--- src/rtl/terrain_pkg.sv ---
// Shared terrain definitions for the column RAM and its reader/writer blocks.
package terrain_pkg;

  localparam int unsigned SCREEN_W = 640;
  localparam int unsigned SCREEN_H = 480;
  localparam int unsigned R_MAX    = 31;

  typedef logic [SCREEN_H-1:0] terrain_col_t;

  typedef enum logic [2:0] {
    ST_IDLE,
    ST_SETUP,
    ST_HCALC,
    ST_READ,
    ST_WAIT,
    ST_WRITE,
    ST_DONE
  } carver_state_t;

endpackage

--- src/rtl/terrain_carver_span_mask.sv ---
// Combinational row-span mask: bits y_lo..y_hi set, all zero when y_lo > y_hi.
module column_span_mask
  import terrain_pkg::*;
(
  input  logic [9:0]   y_lo,
  input  logic [9:0]   y_hi,
  output terrain_col_t mask
);

  always_comb begin
    mask = '0;
    for (int unsigned i = 0; i < SCREEN_H; i++) begin
      mask[i] = (10'(i) >= y_lo) && (10'(i) <= y_hi);
    end
  end

endmodule

--- src/rtl/terrain_carver.sv ---
// Carves a filled circle out of the column terrain RAM by per-column read-modify-write.
module terrain_carver
  import terrain_pkg::*;
#(
  parameter int unsigned SCREEN_W = terrain_pkg::SCREEN_W,
  parameter int unsigned SCREEN_H = terrain_pkg::SCREEN_H,
  parameter int unsigned R_MAX    = terrain_pkg::R_MAX
) (
  input  logic         clk,
  input  logic         reset,
  input  logic         start,
  input  logic [9:0]   cx,
  input  logic [9:0]   cy,
  input  logic [4:0]   radius,
  output logic         busy,
  output logic         done,
  output logic [9:0]   mem_addr,
  output logic         mem_rd,
  input  terrain_col_t mem_rdata,
  output logic         mem_wr,
  output terrain_col_t mem_wdata
);

  carver_state_t state;
  logic [9:0] cx_q, cy_q, x, x_hi_q;
  logic [4:0] r_q, h;

  logic signed [10:0] x_lo_s, dx, y_lo_s;
  logic [10:0] x_hi_s, y_hi_s;
  logic [9:0]  x_lo, x_hi, y_lo, y_hi;
  logic [4:0]  dx_mag;
  logic [9:0]  r_sq, dx_sq, h_sq, rem;
  terrain_col_t mask;

  // Bounds kept in 11 bits: the sign bit handles left/top clipping, and the
  // unsigned sums reach past 1023 before clamping.
  assign x_lo_s = $signed({1'b0, cx_q}) - $signed({6'b0, r_q});
  assign x_hi_s = {1'b0, cx_q} + {6'b0, r_q};
  assign x_lo   = x_lo_s[10] ? '0 : x_lo_s[9:0];
  assign x_hi   = (x_hi_s > 11'(SCREEN_W - 1)) ? 10'(SCREEN_W - 1) : x_hi_s[9:0];

  assign dx     = $signed({1'b0, x}) - $signed({1'b0, cx_q});
  assign dx_mag = dx[10] ? 5'(-dx) : dx[4:0];
  assign r_sq   = 10'(r_q) * 10'(r_q);
  assign dx_sq  = 10'(dx_mag) * 10'(dx_mag);
  assign h_sq   = 10'(h) * 10'(h);
  assign rem    = r_sq - dx_sq;

  assign y_lo_s = $signed({1'b0, cy_q}) - $signed({6'b0, h});
  assign y_hi_s = {1'b0, cy_q} + {6'b0, h};
  assign y_lo   = y_lo_s[10] ? '0 : y_lo_s[9:0];
  assign y_hi   = (y_hi_s > 11'(SCREEN_H - 1)) ? 10'(SCREEN_H - 1) : y_hi_s[9:0];

  column_span_mask u_mask (
    .y_lo (y_lo),
    .y_hi (y_hi),
    .mask (mask)
  );

  always_ff @(posedge clk or negedge reset) begin
    if (!reset) begin
      state     <= ST_IDLE;
      busy      <= 1'b0;
      done      <= 1'b0;
      mem_addr  <= '0;
      mem_rd    <= 1'b0;
      mem_wr    <= 1'b0;
      mem_wdata <= '0;
      cx_q      <= '0;
      cy_q      <= '0;
      r_q       <= '0;
      x         <= '0;
      x_hi_q    <= '0;
      h         <= '0;
    end else begin
      case (state)
        ST_IDLE: begin
          done <= 1'b0;
          if (start) begin
            cx_q  <= cx;
            cy_q  <= cy;
            r_q   <= (radius > 5'(R_MAX)) ? 5'(R_MAX) : radius;
            busy  <= 1'b1;
            state <= ST_SETUP;
          end
        end
        ST_SETUP: begin
          x_hi_q <= x_hi;
          if (x_lo > x_hi) begin
            done  <= 1'b1;
            state <= ST_DONE;
          end else begin
            x     <= x_lo;
            h     <= r_q;
            state <= ST_HCALC;
          end
        end
        ST_HCALC: begin
          if (h_sq > rem) begin
            h <= h - 5'd1;
          end else begin
            mem_addr <= x;
            mem_rd   <= 1'b1;
            state    <= ST_READ;
          end
        end
        ST_READ: begin
          mem_rd <= 1'b0;
          state  <= ST_WAIT;
        end
        // Read data is masked on capture, so the write data register doubles as the capture register.
        ST_WAIT: begin
          mem_wdata <= mem_rdata & ~mask;
          mem_wr    <= 1'b1;
          state     <= ST_WRITE;
        end
        ST_WRITE: begin
          mem_wr <= 1'b0;
          if (x == x_hi_q) begin
            done  <= 1'b1;
            state <= ST_DONE;
          end else begin
            x     <= x + 10'd1;
            h     <= r_q;
            state <= ST_HCALC;
          end
        end
        ST_DONE: begin
          done  <= 1'b0;
          busy  <= 1'b0;
          state <= ST_IDLE;
        end
        default: state <= ST_IDLE;
      endcase
    end
  end

endmodule

--- config.mk ---
export PLATFORM = sky130hd
export DESIGN_NAME = terrain_carver
export DESIGN_NICKNAME = d
export VERILOG_FILES = /design/src/rtl/terrain_pkg.sv /design/src/rtl/terrain_carver_span_mask.sv /design/src/rtl/terrain_carver.sv
export SDC_FILE = /design/constraint.sdc
export NUM_CORES = 2
export LEC_CHECK = 0
export ABC_AREA = 0
export CAP_MARGIN = 20
export CORE_AREA = 5 5 382 384
export CTS_CLUSTER_DIAMETER = 60
export DETAILED_ROUTE_END_ITERATION = 12
export DIE_AREA = 0 0 387 389
export PLACE_DENSITY = 0.52
export SYNTH_ARGS = -nofsm -noshare
export SYNTH_HDL_FRONTEND = slang
export SYNTH_SLANG_ARGS = --single-unit
--- constraint.sdc ---
create_clock -name clk -period 9.43 [get_ports clk]
set_clock_uncertainty 0.15 [all_clocks]
set_input_delay 1.4145 -clock clk [delete_from_list [all_inputs] [get_ports clk]]
set_output_delay 1.4145 -clock clk [all_outputs]
set_load 0.02 [all_outputs]
==> results_dict.tcl <==
set metrics [dict create \
    final_nets 6479 \
    yosysMostFrequentCell "nand2_1" \
    fp.dieH_um 389 \
    fin_cells 7865 \
    worstSetupPathDepth 38 \
    cp-start-kind "register" \
    cap_violations 0 \
    cts_max_level 3 \
    status "finished clean" \
    synth_top_flop_cell "dfrtp_1" \
    cts_max_path_buffers 3 \
    synthToLayoutAreaGrowth_pct 48.4 \
    cp.arrival_ns 9.27 \
    dp_hpwl_um 308000 \
    postRouteAntennaNets 0 \
    r2r_start "cx_q[0]" \
    dr_wl_met3_um 50200 \
    r2r_end "mem_addr[3]" \
    worstPathRequired_ns 9.88 \
    cts-root-buf "clkbuf_16" \
    netlist_instances 4730 \
    crit_path_end "mem_addr[3]" \
    worstSetupPathType "reg2reg" \
    crit_buf_inv 8 \
    yosys_warnings 0 \
    synthTopCellsByCount "nand2_1 (989), o21ai_0 (580), dfrtp_1 (547)" \
    hp-class "reg2reg" \
    vias_per_cell 6.54 \
    period_share_pct 93.6 \
    worst-path-max-fanout 10 \
    clock_sinks 547 \
    grt_max_degree 224 \
    reg2reg_slack_ns 0.61 \
    cts_tree "built" \
    detail_route.wl_per_cell_um 50.2 \
    r2r_cells 38 \
    fmax_ghz 0.113 \
    setup_slack_ns 0.608 \
    routed.top_layer "met5" \
    yosys.area.top_type_share_pct 37.2 \
    dp.cells 7651 \
    grt_usage_pct 50.2 \
    wl_met2_um 159000 \
    antenna_found_initial 86 \
    async_flop_share_pct 100 \
    clk_latency_ns 0.72 \
    yosysTopAreaCell "dfrtp_1" \
    hold_viol 0 \
    syn_area_mm2 0.0368 \
    fin_crit_ns 8.82 \
    slew_violations 0 \
    ys_ff_latch 547 \
    gp_congestion 1.13 \
    worst_pin_slew_ns 1.44 \
    max_stage_delay_ns 0.54 \
    synth_fp_nets 5359 \
    yosysSeqAreaShare_pct 37.2 \
    holdBufCountCts 0 \
    avgSynthCellArea_um2 7.79 \
    overflow 0 \
    grt_pass1_vias 48100 \
    io_buffers 1001 \
    dieArea_mm2 0.151 \
    post_cts_buffers 0 \
    critical-path-slowest-cell "fa_1" \
    clk_pin_slew_ns 0.06 \
    wl_met1_um 141000 \
    synth_cell_types 99 \
    dr.pass1.iters 10 \
    via_count 51400 \
    wl_um 395000 \
    drtIter0Drc 8111 \
    endpoint_kind "register" \
    pre_cts_ws_ns 0.380 \
    maxSlewHeadroom_pct 4.11 \
    rows 139 \
    rsz0062_at_grt "no" \
    cts.repair.resized 0 \
    ioPinCount 1002 \
    cts_buffers 77 \
    cpMostUsedCell "fa_1" \
    tns_ns 0 \
    coreArea_mm2 0.142 \
    path_delay_family "adder cells" \
    die_x_um 387 \
    drc 0 \
    grt_pass1_wl_um 502000 \
    yosys-top-cells-area "dfrtp_1 (37%), nand2_1 (10%), o21ai_0 (7.9%)" \
    setup_viol 0 \
    initial_core_util_pct 25.9 \
    drive_gt1_share_pct 12.6 \
    startpoint "cx_q[0]" \
    synth_edf_count 0 \
]
cell type report:
cell class                      instances  area (um^2)
Antenna cell                           55          138
Clock buffer                          104         2190
Clock inverter                         32          388
Fill cell                           14900        87800
Inverter                              106          398
Multi-Input combinational cell       3739        22400
Sequential cell                       547        13700
Tap cell                             1903         2380
Timing Repair Buffer                 1379        13100
cell usage in the layout (no fill, tap or decap), types with 20 or more instances in the layout:
| cell type | synthesis | routed |
|---|---|---|
| clkdlybuf4s50_1 | 0 | 1000 |
| nand2_1 | 989 | 981 |
| o21ai_0 | 580 | 570 |
| dfrtp_1 | 547 | 547 |
| a21oi_1 | 385 | 369 |
| buf_4 | 4 | 348 |
| nand3_1 | 230 | 226 |
| nor2_1 | 257 | 220 |
| inv_1 | 103 | 103 |
| nor3_1 | 126 | 96 |
| o211ai_1 | 94 | 94 |
| ha_1 | 92 | 92 |
| a31oi_1 | 92 | 90 |
| clkbuf_16 | 0 | 78 |
| mux2i_1 | 70 | 69 |
| nand4_1 | 58 | 58 |
| diode_2 | 0 | 55 |
| a211oi_1 | 51 | 47 |
| o21ai_1 | 45 | 46 |
| o311ai_0 | 53 | 46 |
| o31ai_1 | 41 | 38 |
| o2111ai_1 | 37 | 37 |
| a22oi_1 | 36 | 36 |
| nor3_2 | 11 | 33 |
| xnor2_1 | 33 | 31 |
| nor2_2 | 1 | 30 |
| a221oi_1 | 32 | 29 |
| fa_1 | 29 | 29 |
| a311oi_1 | 31 | 28 |
| nor4_1 | 44 | 23 |
| nor4_2 | 7 | 21 |
| nor2b_1 | 20 | 20 |
| o221ai_1 | 20 | 20 |
cell families (layout without fill, tap and decap cells):
group / count (synthesis) / count (layout) / share of synthesized area, %
other: 1 / 56 / 0.0102
flip-flops: 547 / 547 / 37.2
AO/OA/AOI/OAI: 1653 / 1653 / 27.9
adder cells (fa/ha/maj): 121 / 121 / 4.70
buffers and inverters: 444 / 1621 / 4.82
XOR/XNOR: 46 / 46 / 1.11
AND/OR/NAND/NOR: 1829 / 1829 / 21.8
multiplexers: 89 / 89 / 2.48
worst min-delay path by stage:
stage,startpoint,to,slack (ns),cells after the start
after floorplan,x_hi_q[1],x_hi_q[1],0.32,2
after global placement,mem_wdata[39],mem_wdata[39],0.30,2
after detailed placement,mem_wdata[39],mem_wdata[39],0.31,2
after CTS,mem_wdata[268],mem_wdata[268],0.32,2
after global routing,mem_wdata[39],mem_wdata[39],0.34,2
final,mem_wdata[459],mem_wdata[459],0.32,2
metal layers:
layer	track usage, %	vias up
met1	56.5	25700
met2	71.0	4525
met5	0.542	-
met4	43.2	54
li1	-	19600
met3	23.7	1511
sequential cells by signal (all words and copies together), names as in the netlist, 3 cells and up:
name,count
cy_q,10
h,5
x_hi_q,10
mem_wdata,480
r_q,5
x,10
mem_addr,10
state,3
cx_q,10
worst min-delay path, cell delays in order, from the launching register on:
cell and delay (ns):
dfrtp_1 0.34, nand2_1 0.05, nand2_1 0.05
through the flow:
step           area (um^2)  util (%)  hold slack [ns]
2_1_floorplan        36800         -            0.320
3_3_place_gp         51500      36.2            0.302
3_5_place_dp         51600      36.2            0.307
4_1_cts              54200      38.0            0.320
5_1_grt              54500      38.3            0.336
6_report             54600      38.4            0.322
Power is not shown: default switching activity piles up to over one toggle a cycle in this logic, so the estimate is an artifact.
